[src/rtl/mem_port_arbiter_if.sv]
// Purpose : bundles both requester ports and the adapter-side port of mem_port_arbiter.
// Latency : n/a (wires only).
// Backpressure: adapter stalls the arbiter through mem_req_ready; requesters wait for *_req_ready.
// Modports: slave  - the arbiter (receives requests, drives grants/responses and the adapter request)
//           master - the surroundings (fetch unit, load/store unit and AXI4-Lite adapter)
interface mem_port_arbiter_if;
  // fetch requester
  logic        if_req_valid;
  logic [31:0] if_req_addr;
  logic        if_req_ready;
  logic        if_resp_valid;
  logic [31:0] if_resp_rdata;
  // data requester
  logic        d_req_valid;
  logic        d_req_write;
  logic [31:0] d_req_addr;
  logic [31:0] d_req_wdata;
  logic [3:0]  d_req_wstrb;
  logic        d_req_ready;
  logic        d_resp_valid;
  logic [31:0] d_resp_rdata;
  // adapter side
  logic        mem_req_valid;
  logic        mem_req_write;
  logic [31:0] mem_req_addr;
  logic [31:0] mem_req_wdata;
  logic [3:0]  mem_req_wstrb;
  logic        mem_req_ready;
  logic        mem_resp_valid;
  logic [31:0] mem_resp_rdata;
  // status
  logic        busy;
  logic        owner;

  modport slave (
    input  if_req_valid, if_req_addr,
    output if_req_ready, if_resp_valid, if_resp_rdata,
    input  d_req_valid, d_req_write, d_req_addr, d_req_wdata, d_req_wstrb,
    output d_req_ready, d_resp_valid, d_resp_rdata,
    output mem_req_valid, mem_req_write, mem_req_addr, mem_req_wdata, mem_req_wstrb,
    input  mem_req_ready, mem_resp_valid, mem_resp_rdata,
    output busy, owner
  );

  modport master (
    output if_req_valid, if_req_addr,
    input  if_req_ready, if_resp_valid, if_resp_rdata,
    output d_req_valid, d_req_write, d_req_addr, d_req_wdata, d_req_wstrb,
    input  d_req_ready, d_resp_valid, d_resp_rdata,
    input  mem_req_valid, mem_req_write, mem_req_addr, mem_req_wdata, mem_req_wstrb,
    output mem_req_ready, mem_resp_valid, mem_resp_rdata,
    input  busy, owner
  );
endinterface

[src/rtl/mem_port_arbiter.sv]
// Purpose : shares the single adapter request port between fetch and data; one transaction in flight.
// Latency : grant at t (combinational ready), mem_req_valid at t+1, response passed through same cycle.
// Backpressure: request fields held while mem_req_ready=0; no grants until the response returns.
// Ports   : clk, rst (async, active-high); bus (slave modport) carries fetch/data request+response,
//           adapter request/response, and busy/owner status.
module mem_port_arbiter #(
  parameter int DATA_MAX_STREAK = 4
) (
  input  logic               clk,
  input  logic               rst,
  mem_port_arbiter_if.slave  bus
);

  localparam int SW = $clog2(DATA_MAX_STREAK + 1);
  localparam logic [SW-1:0] STREAK_MAX = SW'(DATA_MAX_STREAK);

  typedef enum logic [1:0] {
    IDLE      = 2'd0,
    ISSUE     = 2'd1,
    WAIT_RESP = 2'd2
  } state_t;

  state_t        state;
  logic [SW-1:0] streak;
  logic          owner_q;
  logic          busy_q;
  logic          mem_vld_q;
  logic          write_q;
  logic [31:0]   addr_q;
  logic [31:0]   wdata_q;
  logic [3:0]    wstrb_q;

  logic idle_ok;
  logic grant_d;
  logic grant_i;
  logic resp_fire;

  // Grants are combinational, so they are also masked while reset is held.
  always_comb begin
    idle_ok   = (state == IDLE) && !rst;
    // Data wins unless fetch is waiting and data has used up its streak.
    grant_d   = idle_ok && bus.d_req_valid && (!bus.if_req_valid || (streak < STREAK_MAX));
    grant_i   = idle_ok && bus.if_req_valid && !grant_d;
    resp_fire = (state == WAIT_RESP) && bus.mem_resp_valid;
  end

  assign bus.if_req_ready  = grant_i;
  assign bus.d_req_ready   = grant_d;
  assign bus.if_resp_valid = resp_fire && !owner_q;
  assign bus.d_resp_valid  = resp_fire && owner_q;
  assign bus.if_resp_rdata = bus.mem_resp_rdata;
  assign bus.d_resp_rdata  = bus.mem_resp_rdata;

  assign bus.mem_req_valid = mem_vld_q;
  assign bus.mem_req_write = write_q;
  assign bus.mem_req_addr  = addr_q;
  assign bus.mem_req_wdata = wdata_q;
  assign bus.mem_req_wstrb = wstrb_q;
  assign bus.busy          = busy_q;
  assign bus.owner         = owner_q;

  always_ff @(posedge clk or posedge rst) begin
    if (rst) begin
      state     <= IDLE;
      streak    <= '0;
      owner_q   <= 1'b0;
      busy_q    <= 1'b0;
      mem_vld_q <= 1'b0;
      write_q   <= 1'b0;
      addr_q    <= '0;
      wdata_q   <= '0;
      wstrb_q   <= '0;
    end else begin
      case (state)
        IDLE: begin
          if (grant_d || grant_i) begin
            state     <= ISSUE;
            busy_q    <= 1'b1;
            mem_vld_q <= 1'b1;
            owner_q   <= grant_d;
            // The streak only grows while fetch is actually being passed over.
            streak    <= (grant_d && bus.if_req_valid) ? streak + SW'(1) : '0;
            if (grant_d) begin
              write_q <= bus.d_req_write;
              addr_q  <= bus.d_req_addr;
              wdata_q <= bus.d_req_wdata;
              wstrb_q <= bus.d_req_wstrb;
            end else begin
              write_q <= 1'b0;
              addr_q  <= bus.if_req_addr;
              wdata_q <= '0;
              wstrb_q <= '0;
            end
          end
        end
        ISSUE: begin
          if (bus.mem_req_ready) begin
            state     <= WAIT_RESP;
            mem_vld_q <= 1'b0;
          end
        end
        WAIT_RESP: begin
          if (bus.mem_resp_valid) begin
            state  <= IDLE;
            busy_q <= 1'b0;
          end
        end
        default: begin
          state     <= IDLE;
          busy_q    <= 1'b0;
          mem_vld_q <= 1'b0;
        end
      endcase
    end
  end

endmodule

[src/flat_wrapper.sv]
// flat-port wrapper written by rule: the top's interface ports become plain ports
module mem_port_arbiter_flat 
#(
  parameter int DATA_MAX_STREAK = 4
)
  (clk, rst, bus_if_req_valid, bus_if_req_addr, bus_if_req_ready, bus_if_resp_valid, bus_if_resp_rdata, bus_d_req_valid, bus_d_req_write, bus_d_req_addr, bus_d_req_wdata, bus_d_req_wstrb, bus_d_req_ready, bus_d_resp_valid, bus_d_resp_rdata, bus_mem_req_valid, bus_mem_req_write, bus_mem_req_addr, bus_mem_req_wdata, bus_mem_req_wstrb, bus_mem_req_ready, bus_mem_resp_valid, bus_mem_resp_rdata, bus_busy, bus_owner);
  mem_port_arbiter_if bus_i ();
  input  logic clk;
  input  logic rst;
  input wire logic [$bits(bus_i.if_req_valid)-1:0] bus_if_req_valid;
  input wire logic [$bits(bus_i.if_req_addr)-1:0] bus_if_req_addr;
  output wire logic [$bits(bus_i.if_req_ready)-1:0] bus_if_req_ready;
  output wire logic [$bits(bus_i.if_resp_valid)-1:0] bus_if_resp_valid;
  output wire logic [$bits(bus_i.if_resp_rdata)-1:0] bus_if_resp_rdata;
  input wire logic [$bits(bus_i.d_req_valid)-1:0] bus_d_req_valid;
  input wire logic [$bits(bus_i.d_req_write)-1:0] bus_d_req_write;
  input wire logic [$bits(bus_i.d_req_addr)-1:0] bus_d_req_addr;
  input wire logic [$bits(bus_i.d_req_wdata)-1:0] bus_d_req_wdata;
  input wire logic [$bits(bus_i.d_req_wstrb)-1:0] bus_d_req_wstrb;
  output wire logic [$bits(bus_i.d_req_ready)-1:0] bus_d_req_ready;
  output wire logic [$bits(bus_i.d_resp_valid)-1:0] bus_d_resp_valid;
  output wire logic [$bits(bus_i.d_resp_rdata)-1:0] bus_d_resp_rdata;
  output wire logic [$bits(bus_i.mem_req_valid)-1:0] bus_mem_req_valid;
  output wire logic [$bits(bus_i.mem_req_write)-1:0] bus_mem_req_write;
  output wire logic [$bits(bus_i.mem_req_addr)-1:0] bus_mem_req_addr;
  output wire logic [$bits(bus_i.mem_req_wdata)-1:0] bus_mem_req_wdata;
  output wire logic [$bits(bus_i.mem_req_wstrb)-1:0] bus_mem_req_wstrb;
  input wire logic [$bits(bus_i.mem_req_ready)-1:0] bus_mem_req_ready;
  input wire logic [$bits(bus_i.mem_resp_valid)-1:0] bus_mem_resp_valid;
  input wire logic [$bits(bus_i.mem_resp_rdata)-1:0] bus_mem_resp_rdata;
  output wire logic [$bits(bus_i.busy)-1:0] bus_busy;
  output wire logic [$bits(bus_i.owner)-1:0] bus_owner;
  assign bus_i.if_req_valid = bus_if_req_valid;
  assign bus_i.if_req_addr = bus_if_req_addr;
  assign bus_if_req_ready = bus_i.if_req_ready;
  assign bus_if_resp_valid = bus_i.if_resp_valid;
  assign bus_if_resp_rdata = bus_i.if_resp_rdata;
  assign bus_i.d_req_valid = bus_d_req_valid;
  assign bus_i.d_req_write = bus_d_req_write;
  assign bus_i.d_req_addr = bus_d_req_addr;
  assign bus_i.d_req_wdata = bus_d_req_wdata;
  assign bus_i.d_req_wstrb = bus_d_req_wstrb;
  assign bus_d_req_ready = bus_i.d_req_ready;
  assign bus_d_resp_valid = bus_i.d_resp_valid;
  assign bus_d_resp_rdata = bus_i.d_resp_rdata;
  assign bus_mem_req_valid = bus_i.mem_req_valid;
  assign bus_mem_req_write = bus_i.mem_req_write;
  assign bus_mem_req_addr = bus_i.mem_req_addr;
  assign bus_mem_req_wdata = bus_i.mem_req_wdata;
  assign bus_mem_req_wstrb = bus_i.mem_req_wstrb;
  assign bus_i.mem_req_ready = bus_mem_req_ready;
  assign bus_i.mem_resp_valid = bus_mem_resp_valid;
  assign bus_i.mem_resp_rdata = bus_mem_resp_rdata;
  assign bus_busy = bus_i.busy;
  assign bus_owner = bus_i.owner;
  mem_port_arbiter #(.DATA_MAX_STREAK(DATA_MAX_STREAK)) u_core (.clk(clk), .rst(rst), .bus(bus_i));
endmodule
[config.mk]
export PLATFORM = sky130hd
export DESIGN_NAME = mem_port_arbiter_flat
export DESIGN_NICKNAME = d
export VERILOG_FILES = /design/src/rtl/mem_port_arbiter_if.sv /design/src/rtl/mem_port_arbiter.sv /design/src/flat_wrapper.sv
export SDC_FILE = /design/constraint.sdc
export NUM_CORES = 1
export LEC_CHECK = 0
export ABC_AREA = 0
export CAP_MARGIN = 0
export CELL_PAD_IN_SITES_DETAIL_PLACEMENT = 0
export CELL_PAD_IN_SITES_GLOBAL_PLACEMENT = 1
export CORE_UTILIZATION = 24
export DETAILED_ROUTE_END_ITERATION = 8
export PLACE_DENSITY = 0.8
export SYNTH_ARGS = -nofsm -noshare
export SYNTH_HDL_FRONTEND = slang
export SYNTH_SLANG_ARGS = --single-unit
[constraint.sdc]
create_clock -name clk -period 3 [get_ports clk]
set_input_delay 0.6 -clock clk [delete_from_list [all_inputs] [get_ports clk]]
set_output_delay 0.6 -clock clk [all_outputs]
set_load 0.1 [all_outputs]
* After elaboration in Yosys (flattened, before gate mapping)
Index checks and enable logic that the tools add are counted. Widths: inputs -> output; s select.
Word-level totals: bits in registers 77, output and inout bits 140
Operators by class: add/subtract/negate cells 1, eq/ne operators 5, muxes and demuxes 14, bitwise logic cells 2, order comparisons 1, reductions and logical operators 20
Operators by type and width (number):
- $mux 32 | 2
- $logic_and 1x1->1 | 9
- $reduce_and 3->1 | 3
- $mux 2 | 3
- $ne 2x2->1 const B | 3
- $pmux 1 s3 | 2
- $pmux 2 s3 | 1
- $logic_not 1->1 | 4
- $mux 1 | 4
- $mux 4 | 1
- $add 3x1->3 const B | 1
- $lt 3x3->1 const B | 1
- $mux 3 | 1
- $eq 2x1->1 const B | 1
- $eq 2x2->1 const B | 1
- $logic_not 2->1 | 1
- $logic_or 1x1->1 | 2
- $not 1->1 | 2
- $reduce_and 2->1 | 1

* Logic depth before layout (Yosys ltp)
Gate-level depths: netlist of the first run.
depth after elaboration 9, gate-level depth with buffers 6, mapped depth without buffers 3

* Worst setup path after synthesis of the first run
No wires, ideal clock.
kind flip-flop to output port, from register u_core.owner_q, in the netlist u_core.bus.owner, to output bus_d_resp_valid, cell stages (with the launch flop) 2, arrival time 3.241 ns, setup slack -0.841 ns, required time 2.400 ns, cell sequence dfrtp_1 > nor3b_1
Between the ends: word-level cells in the longest chain between the ends 1
Ends and longest elaborated chain:
- from (decl) | RTL line mem_port_arbiter.sv:25 | logic owner_q;
- from (signal assigned) | RTL line mem_port_arbiter.sv:80 | owner_q <= grant_d;
- $logic_and 1x1->1 | RTL line mem_port_arbiter.sv:50 | assign bus.d_resp_valid = resp_fire && owner_q;
- to (decl) | RTL line flat_wrapper.sv:21 | output wire logic [$bits(bus_i.d_resp_valid)-1:0] bus_d_resp_valid;
Every way passes these cells.

* Worst setup path after layout of the first run
from input rst, to output bus_d_req_ready
Between the ends: word-level cells in the longest chain between the ends 4
Ends and longest elaborated chain:
- from (decl) | RTL line flat_wrapper.sv:9 | input logic rst;
- $logic_not 1->1 | RTL line mem_port_arbiter.sv:40 | idle_ok = (state == IDLE) && !rst;
- $logic_and 1x1->1 | RTL line mem_port_arbiter.sv:40
- $logic_and 1x1->1 (2 in series) | RTL line mem_port_arbiter.sv:42 | grant_d = idle_ok && bus.d_req_valid && (!bus.if_req_valid || (streak < STREAK_MAX));
- to (decl) | RTL line flat_wrapper.sv:20 | output wire logic [$bits(bus_i.d_req_ready)-1:0] bus_d_req_ready;
Every way passes these cells.

==> results of run 1 <==
[metrics by stage]
stage	cells	instance area, um2	hold slack, ns	setup WS, ns
after floorplan	374	3800	0.477	0.105
after global placement	679	5220	0.468	0.546
after detailed placement	679	5220	0.477	0.534
after CTS	694	5500	0.491	0.533
after global routing	694	5500	0.517	0.496
final	694	5500	0.490	0.556
[placed cells by master (no fill, tap or decap)]
| master | n |
|---|---|
| sky130_fd_sc_hd__clkinv_2 | 6 |
| sky130_fd_sc_hd__a31oi_1 | 32 |
| sky130_fd_sc_hd__and3_1 | 1 |
| sky130_fd_sc_hd__nand2_1 | 10 |
| sky130_fd_sc_hd__clkbuf_16 | 9 |
| sky130_fd_sc_hd__bufinv_16 | 1 |
| sky130_fd_sc_hd__nor4_1 | 1 |
| sky130_fd_sc_hd__o21ai_0 | 35 |
| sky130_fd_sc_hd__clkdlybuf4s50_1 | 106 |
| sky130_fd_sc_hd__a22o_1 | 39 |
| sky130_fd_sc_hd__dfrtp_1 | 77 |
| sky130_fd_sc_hd__nor3_2 | 1 |
| sky130_fd_sc_hd__a21boi_2 | 1 |
| sky130_fd_sc_hd__nand3_1 | 32 |
| sky130_fd_sc_hd__nor3_4 | 1 |
| sky130_fd_sc_hd__nor2_1 | 2 |
| sky130_fd_sc_hd__buf_12 | 7 |
| sky130_fd_sc_hd__mux2_2 | 1 |
| sky130_fd_sc_hd__nor2_4 | 1 |
| sky130_fd_sc_hd__buf_4 | 79 |
| sky130_fd_sc_hd__a21bo_2 | 1 |
| sky130_fd_sc_hd__nor3b_2 | 1 |
| sky130_fd_sc_hd__ha_1 | 1 |
| sky130_fd_sc_hd__or2_1 | 1 |
| sky130_fd_sc_hd__or3_4 | 1 |
| sky130_fd_sc_hd__a21oi_1 | 32 |
| sky130_fd_sc_hd__a21o_1 | 1 |
| sky130_fd_sc_hd__and2_1 | 1 |
| sky130_fd_sc_hd__nand2b_1 | 2 |
[per-layer routing]
layer	wire length, um	vias to the layer above	track usage
met1	4320	1605	0.149
met5	0	-	0
met3	700	41	0.0388
met2	5360	127	0.217
met4	435	0	0.0789
li1	-	1503	-
[kinds of logic (layout without fill, tap and decap cells)]
| kind of cell | Yosys count | in the layout | share of synthesized area |
|---|---|---|---|
| fa+ha+maj | 1 | 1 | 0.00330 |
| buf+inv | 99 | 208 | 0.172 |
| mux | 1 | 1 | 0.00297 |
| flops | 77 | 77 | 0.508 |
| simple gates | 55 | 55 | 0.0758 |
| compound gates | 141 | 141 | 0.238 |
[final timing paths]
check / from / to / slack (ns) / cells past startpoint
worst max register to register: u_core.state[0]$_DFFE_PP0P_ / u_core.bus.mem_req_wdata[2]$_DFFE_PP0P_ / 1.11 / 5
worst max-delay path: rst / bus_d_req_ready / 0.56 / 4
worst min-delay path: u_core.bus.mem_req_valid$_DFFE_PP0P_ / u_core.bus.mem_req_valid$_DFFE_PP0P_ / 0.49 / 2
worst min register to register: u_core.bus.mem_req_valid$_DFFE_PP0P_ / u_core.bus.mem_req_valid$_DFFE_PP0P_ / 0.49 / 2
min in group asynchronous: rst / u_core.bus.mem_req_addr[0]$_DFFE_PP0P_ / 0.79 / 2
max in group asynchronous: rst / u_core.bus.mem_req_wdata[16]$_DFFE_PP0P_ / 1.57 / 3
[worst max-delay path: stages]
cell,delay [ns]
sky130_fd_sc_hd__clkdlybuf4s50_1,0.51
sky130_fd_sc_hd__or3_4,0.39
sky130_fd_sc_hd__nor2_4,0.16
sky130_fd_sc_hd__buf_12,0.19
[cell type report]
type | instances | area share
Clock inverter | 6 | 0.0100
Clock buffer | 9 | 0.0409
Sequential cell | 77 | 0.350
Inverter | 1 | 0.000909
Timing Repair Buffer | 192 | 0.326
Multi-Input combinational cell | 198 | 0.224
Tap cell | 211 | 0.0480
[state kept, by name, indices dropped and copies added, names as in the netlist]
| register | count |
|---|---|
| u_core.bus.busy | 1 |
| u_core.bus.mem_req_write | 1 |
| u_core.streak | 3 |
| u_core.state | 2 |
| u_core.bus.mem_req_wstrb | 4 |
| u_core.bus.mem_req_valid | 1 |
| u_core.bus.owner | 1 |
| u_core.bus.mem_req_wdata | 32 |
| u_core.bus.mem_req_addr | 32 |
==> results summary, run 1 <==
The average vias per placed instance is 4.72. The number of pins with negative max-slew slack in the final report is 0. Entering global routing, the biggest net connects 67 pins.

The critical path arrival is 1.84 ns. The net total in the final layout is 619. In this run, CTS created clock tree buffers numbering 9. The deepest clock path buffer count came out at 2. Summing all flip-flop and latch instances after layout gives 1930 um2. The number of antenna repair diodes came out at 0. The number of buffers inserted by hold repair at cts is 0. Once the clock tree was built, the setup fixing pass inserted 0 buffers. Summed over all failing endpoints, the final setup total negative slack is 0 ns. The number of global-route vias before repair is 3220. The global-route wire length before repair is 16.5 mm. In this run the standard cell core region covers 15300 um2. The detail route stage leaves a number of antenna-violating nets equal to 0. For this run, the leading register cell type out of synthesis is sky130_fd_sc_hd__dfrtp_1. The global routing usage summed across all routing layers is 0.131. The clock drives 77 sinks. The multi-input gate area in the final layout came out at 1230 um2.

The H-tree depth is 3. For this block, the initial DRC count from the detailed router was 205. The class of the worst hold path is flop to flop. The floorplan step defined a die boundary enclosing 16300 um2. Setup repair after global routing left no endpoint under its margin. Dividing the synthesized area by the synthesized cell count gives 10.1 um2.

The number of nets in the synthesized netlist came out at 514. The initial standard-cell utilization of the core is 0.248. The number of warnings printed during yosys synthesis is 0. For this run, the top clock speed supported by timing is 409 MHz. The area added between synthesis and finish came out at 45.0%. By count the netlist is led by sky130_fd_sc_hd__dfrtp_1 (77), sky130_fd_sc_hd__buf_4 (64), sky130_fd_sc_hd__a22o_1 (39).

The final route contains 3276 vias. The share of layout cells above drive strength 1 came out at 0.228. The number of iterations in the first detailed-routing pass is 4. The die extent in y is 128 um. The period utilization is 0.815. The area of the mapped netlist is 3790 um2. The proportion of register bits with asynchronous set or reset after synthesis is 1.00. The initial antenna violation count is 0. The TritonCTS clock tree is built.

STA classifies the critical path endpoint as a primary output. The cell count after synthesis came out at 374. The highest net fanout along the worst path is 4. STA classifies the critical path startpoint as a primary input. The run finished with clean final reports. The path type of the worst setup path is primary input to primary output. For this run, design rule violations remaining after detail routing come to 0. Between clock sinks in the finished design, the worst skew comes to 0.00641 ns.

The cell taking the most area after synthesis is sky130_fd_sc_hd__dfrtp_1. The synthesized design contains 0 enable-type register cells. Counting distinct cell types in the post-synthesis netlist gives 28. After legalization and detailed placement, the total HPWL measured 7.71 mm. The max-cap violation count came out at 0. The data required time of the worst path is 2.40 ns.

In this run the count of I/O pins placed on the die edge is 279. Counting flops and latches in the post-synthesis netlist gives 77. After clock tree synthesis, the clock-pin slew on the worst setup and hold paths is 0.05 ns. After filler insertion, the fill cell instance count of the layout stands at 1575. The number of hold violations in the final report is 0. The number of placement rows came out at 45. Measured against its own limit, the worst slew margin works out to 0.579. In the post-synthesis netlist, the cell with the most instances is sky130_fd_sc_hd__dfrtp_1. Summed over all layers, the routed wires come to 10.8 mm. The number of setup violations in the final report came out at 0.

The average wire per cell in the routed design is 15.6 um. In this run the tool buffered the top-level ports with 182 buffer cells. Once layout is complete, the utilization of the core stands at 0.359.

The clock latency of the later-clocked register in the worst-skew pair came out at 0.34 ns. Of the post-synthesis cell area, the dominant cell type holds 0.508. The fraction of the yosys area taken by sequential cells is 0.508. Sorting the synthesized cells by area gives the leading types as sky130_fd_sc_hd__dfrtp_1 (51%), sky130_fd_sc_hd__buf_4 (13%), sky130_fd_sc_hd__a22o_1 (9.0%), sky130_fd_sc_hd__a31oi_1 (5.3%), sky130_fd_sc_hd__o21ai_0 (4.6%). At the end of routability-driven placement, the weighted congestion stood at 0.751. In this run, post-CTS repair resized a total of 0 instances. The clock period could shrink to 2.44 ns. The die width is 128 um. CTS placed an instance of sky130_fd_sc_hd__clkbuf_16 at the clock tree root.

The overflow left after global routing came out at 0. The transition time at the pin with the least slew margin came out at 0.630 ns.
Power of run 1 is not shown: default switching activity piles up to over one toggle a cycle in this logic, so the estimate is an artifact.
==> inputs of run 2 (changes only) <==
--- a/config.mk
+++ b/config.mk
@@ -9,9 +9,9 @@
 export CAP_MARGIN = 0
 export CELL_PAD_IN_SITES_DETAIL_PLACEMENT = 0
 export CELL_PAD_IN_SITES_GLOBAL_PLACEMENT = 1
-export CORE_UTILIZATION = 24
+export CORE_UTILIZATION = 22
 export DETAILED_ROUTE_END_ITERATION = 8
-export PLACE_DENSITY = 0.8
+export PLACE_DENSITY = 0.77
 export SYNTH_ARGS = -nofsm -noshare
 export SYNTH_HDL_FRONTEND = slang
 export SYNTH_SLANG_ARGS = --single-unit
==> constraint.sdc (replaced) <==
create_clock -name clk -period 2 [get_ports clk]
set_input_delay 0.4 -clock clk [delete_from_list [all_inputs] [get_ports clk]]
set_output_delay 0.4 -clock clk [all_outputs]
set_load 0.1 [all_outputs]
==> run 2 against run 1 <==
  * Sequential share of layout area shrank 1.3 points
  * Non-clock buffer count grew 14
  * Worst setup slack worse by 0.50 ns
  * Via count grew 2.5%
  * Count of clock-buffer cells in the layout is the same
  * Final area rose by 3.8%
  * First-iteration DRC count is 4.9% lower
  * Sequential cell count unchanged
  * Register-to-register slack worse by 0.77 ns
  * Critical endpoint is now bus_if_req_ready
==> results summary, run 2 (synthesis results as in run 1) <==
The routed length on met2 is 5.96 mm. The tree is rooted in a sky130_fd_sc_hd__clkbuf_16. The transition time at the pin with the least slew margin came out at 0.442 ns. The largest net degree at the start of global routing is 78.

The instance count after placement with tap cells included came out at 699. The number of pins with negative max-slew slack in the final report is 0. The DRC marker count from the first detailed-route iteration came out at 195.

Measured in cells, the most critical reg-to-reg path has a length of 6. The minimum clock period came out at 1.95 ns. The wire length on met1 is 4.99 mm. The floorplan die area is 17800 um2. The overall routed net length came out at 11.9 mm. Using the TritonRoute via totals, the vias-per-cell ratio works out to 4.68.

The net total in the final layout came out at 633. Setup repair after global routing left no endpoint under its margin. The capture point of the critical path is bus_if_req_ready. The initial antenna violation count is 0.

The initial standard-cell utilization of the core came out at 0.227. The top achievable clock speed came out at 514 MHz. After detailed routing, no signal wire sits above met4. The number of cells in the finished layout apart from fillers came out at 718. The global routing usage summed across all routing layers is 0.134.

Leaving out fill and tap cells, the most frequent cell in the layout is sky130_fd_sc_hd__clkdlybuf4s50_1. The startpoint class of the critical path is a primary input. The worst setup slack for register-to-register paths is 0.34 ns.

At the end of routability-driven placement, the weighted congestion stood at 0.716. The number of antenna repair diodes is 0. The worst setup margin came out at 0.0535 ns. The count of buffers added on input and output ports is 182. The top-level port count is 279. The overflow left after global routing came out at 0.

The max-cap violation count is 0. The critical path arrival came out at 1.55 ns. The final standard cell utilization of the core is 0.342. The flow ran to the end, and the final reports show no timing, DRC or antenna violations. The number of remaining DRC errors came out at 0. Tracing the worst setup path back leads to its startpoint at rst.

Measured along the x axis, the die boundary spans 133 um. The number of clock sinks seen by CTS came out at 77. TritonCTS built the clock tree. The number of CTS-inserted buffers came out at 9.

The H-tree depth came out at 3. The number of nets with antenna violations after detailed routing came out at 0. The worst setup path is of the primary input to primary output kind.

The total half-perimeter wirelength after legalization and detailed placement is 8.47 mm. In this run the tightest slew margin relative to its limit is 0.706. The worst register-to-register path ends at u_core.bus.mem_req_wdata[2]$_DFFE_PP0P_. The sort of element at the end of the critical path is a primary output. The class of the worst hold path is flop to flop. The clock skew after layout is 0.00990 ns.

Clock latency on the worst-skew pair, taken at its later pin, is 0.34 ns. The number of iterations in the first detailed-routing pass is 4. In this run the standard cell core region covers 16700 um2. Dividing the final minimum period by the clock period gives 0.973. The clock transition at the registers of the reported paths came out at 0.06 ns. The aggregate negative setup slack is 0 ns.

OpenSTA, run right after detailed placement, puts the worst setup slack at -0.0997 ns. The share of layout cells above drive strength 1 came out at 0.257. The number of setup violations in the final report came out at 0. The deepest clock path buffer count came out at 2.

The number of hold violations in the final report is 0. The launch point of the worst reg-to-reg path is u_core.state[1]$_DFFE_PP0P_. The number of placement rows came out at 47. The number of global-route vias before repair is 3415. For this design, the CTS-stage hold fixing added 0 buffers. The global-route wire length before repair is 18.4 mm. Leaving out fill and tap cells, the most frequent cells in the layout are sky130_fd_sc_hd__clkdlybuf4s50_1 (106), sky130_fd_sc_hd__buf_4 (90), sky130_fd_sc_hd__dfrtp_1 (75). The routed design uses 608 um of met3 wire.

The area added between synthesis and finish came out at 50.6%. The highest net fanout along the worst path is 3. The data required time of the worst path came out at 1.60 ns. The average wire per cell in the routed design came out at 16.5 um. From bottom edge to top edge, the die measures 133 um. The via total after detailed routing is 3358.
==> run 2: cell types whose count changed in the layout (fill, tap and decap cells not counted), sizes merged <==
| cell | previous run | this run |
|---|---|---|
| buf | 86 | 100 |
| clkinv | 6 | 2 |
| clkinvlp | 0 | 3 |
| inv | 0 | 2 |
==> run 2: what timing repair did <==
action / CTS / global route
gates resized for setup: 1 / 0
endpoints found under the setup margin: 2 / 0
setup buffers: 3 / 0
==> run 2: worst max-delay path, cell delays in order <==
cell and delay [ns]:
sky130_fd_sc_hd__clkdlybuf4s50_1 0.43, sky130_fd_sc_hd__buf_4 0.17, sky130_fd_sc_hd__nor3_4 0.16, sky130_fd_sc_hd__and3_4 0.21
sky130_fd_sc_hd__buf_12 0.17
==> run 2: worst min path at each step <==
stage                                                  start                                  endpoint  cells past startpoint
floorplan                       u_core.streak[1]$_DFFE_PP0P_              u_core.streak[1]$_DFFE_PP0P_                      1
global placement                 u_core.bus.busy$_DFFE_PP0P_               u_core.bus.busy$_DFFE_PP0P_                      2
detailed placement               u_core.bus.busy$_DFFE_PP0P_               u_core.bus.busy$_DFFE_PP0P_                      2
CTS                              u_core.bus.busy$_DFFE_PP0P_               u_core.bus.busy$_DFFE_PP0P_                      2
global route        u_core.bus.mem_req_wdata[26]$_DFFE_PP0P_  u_core.bus.mem_req_wdata[26]$_DFFE_PP0P_                      1
finish                           u_core.bus.busy$_DFFE_PP0P_               u_core.bus.busy$_DFFE_PP0P_                      2
==> run 2: stage by stage <==
step	hold slack [ns]	instance area, um2
after global placement	0.486	5380
after floorplan	0.477	3830
after CTS	0.501	5720
final	0.507	5720
after detailed placement	0.486	5380
after global routing	0.520	5720
==> run 2: per-layer routing <==
| layer | vias to the layer above | track usage |
|---|---|---|
| met5 | - | 0 |
| met4 | 0 | 0.0739 |
| met3 | 42 | 0.0202 |
| li1 | 1534 | - |
| met1 | 1671 | 0.162 |
| met2 | 111 | 0.229 |
==> run 2: cell type report <==
cell class / instances / area [um2]
Clock buffer: 9 / 225
Clock inverter: 7 / 82.6
Fill cell: 1700 / 11000
Inverter: 1 / 7.51
Multi-Input combinational cell: 198 / 1260
Sequential cell: 77 / 1930
Tap cell: 220 / 275
Timing Repair Buffer: 206 / 1940
Power of run 2 is left out for the same reason.
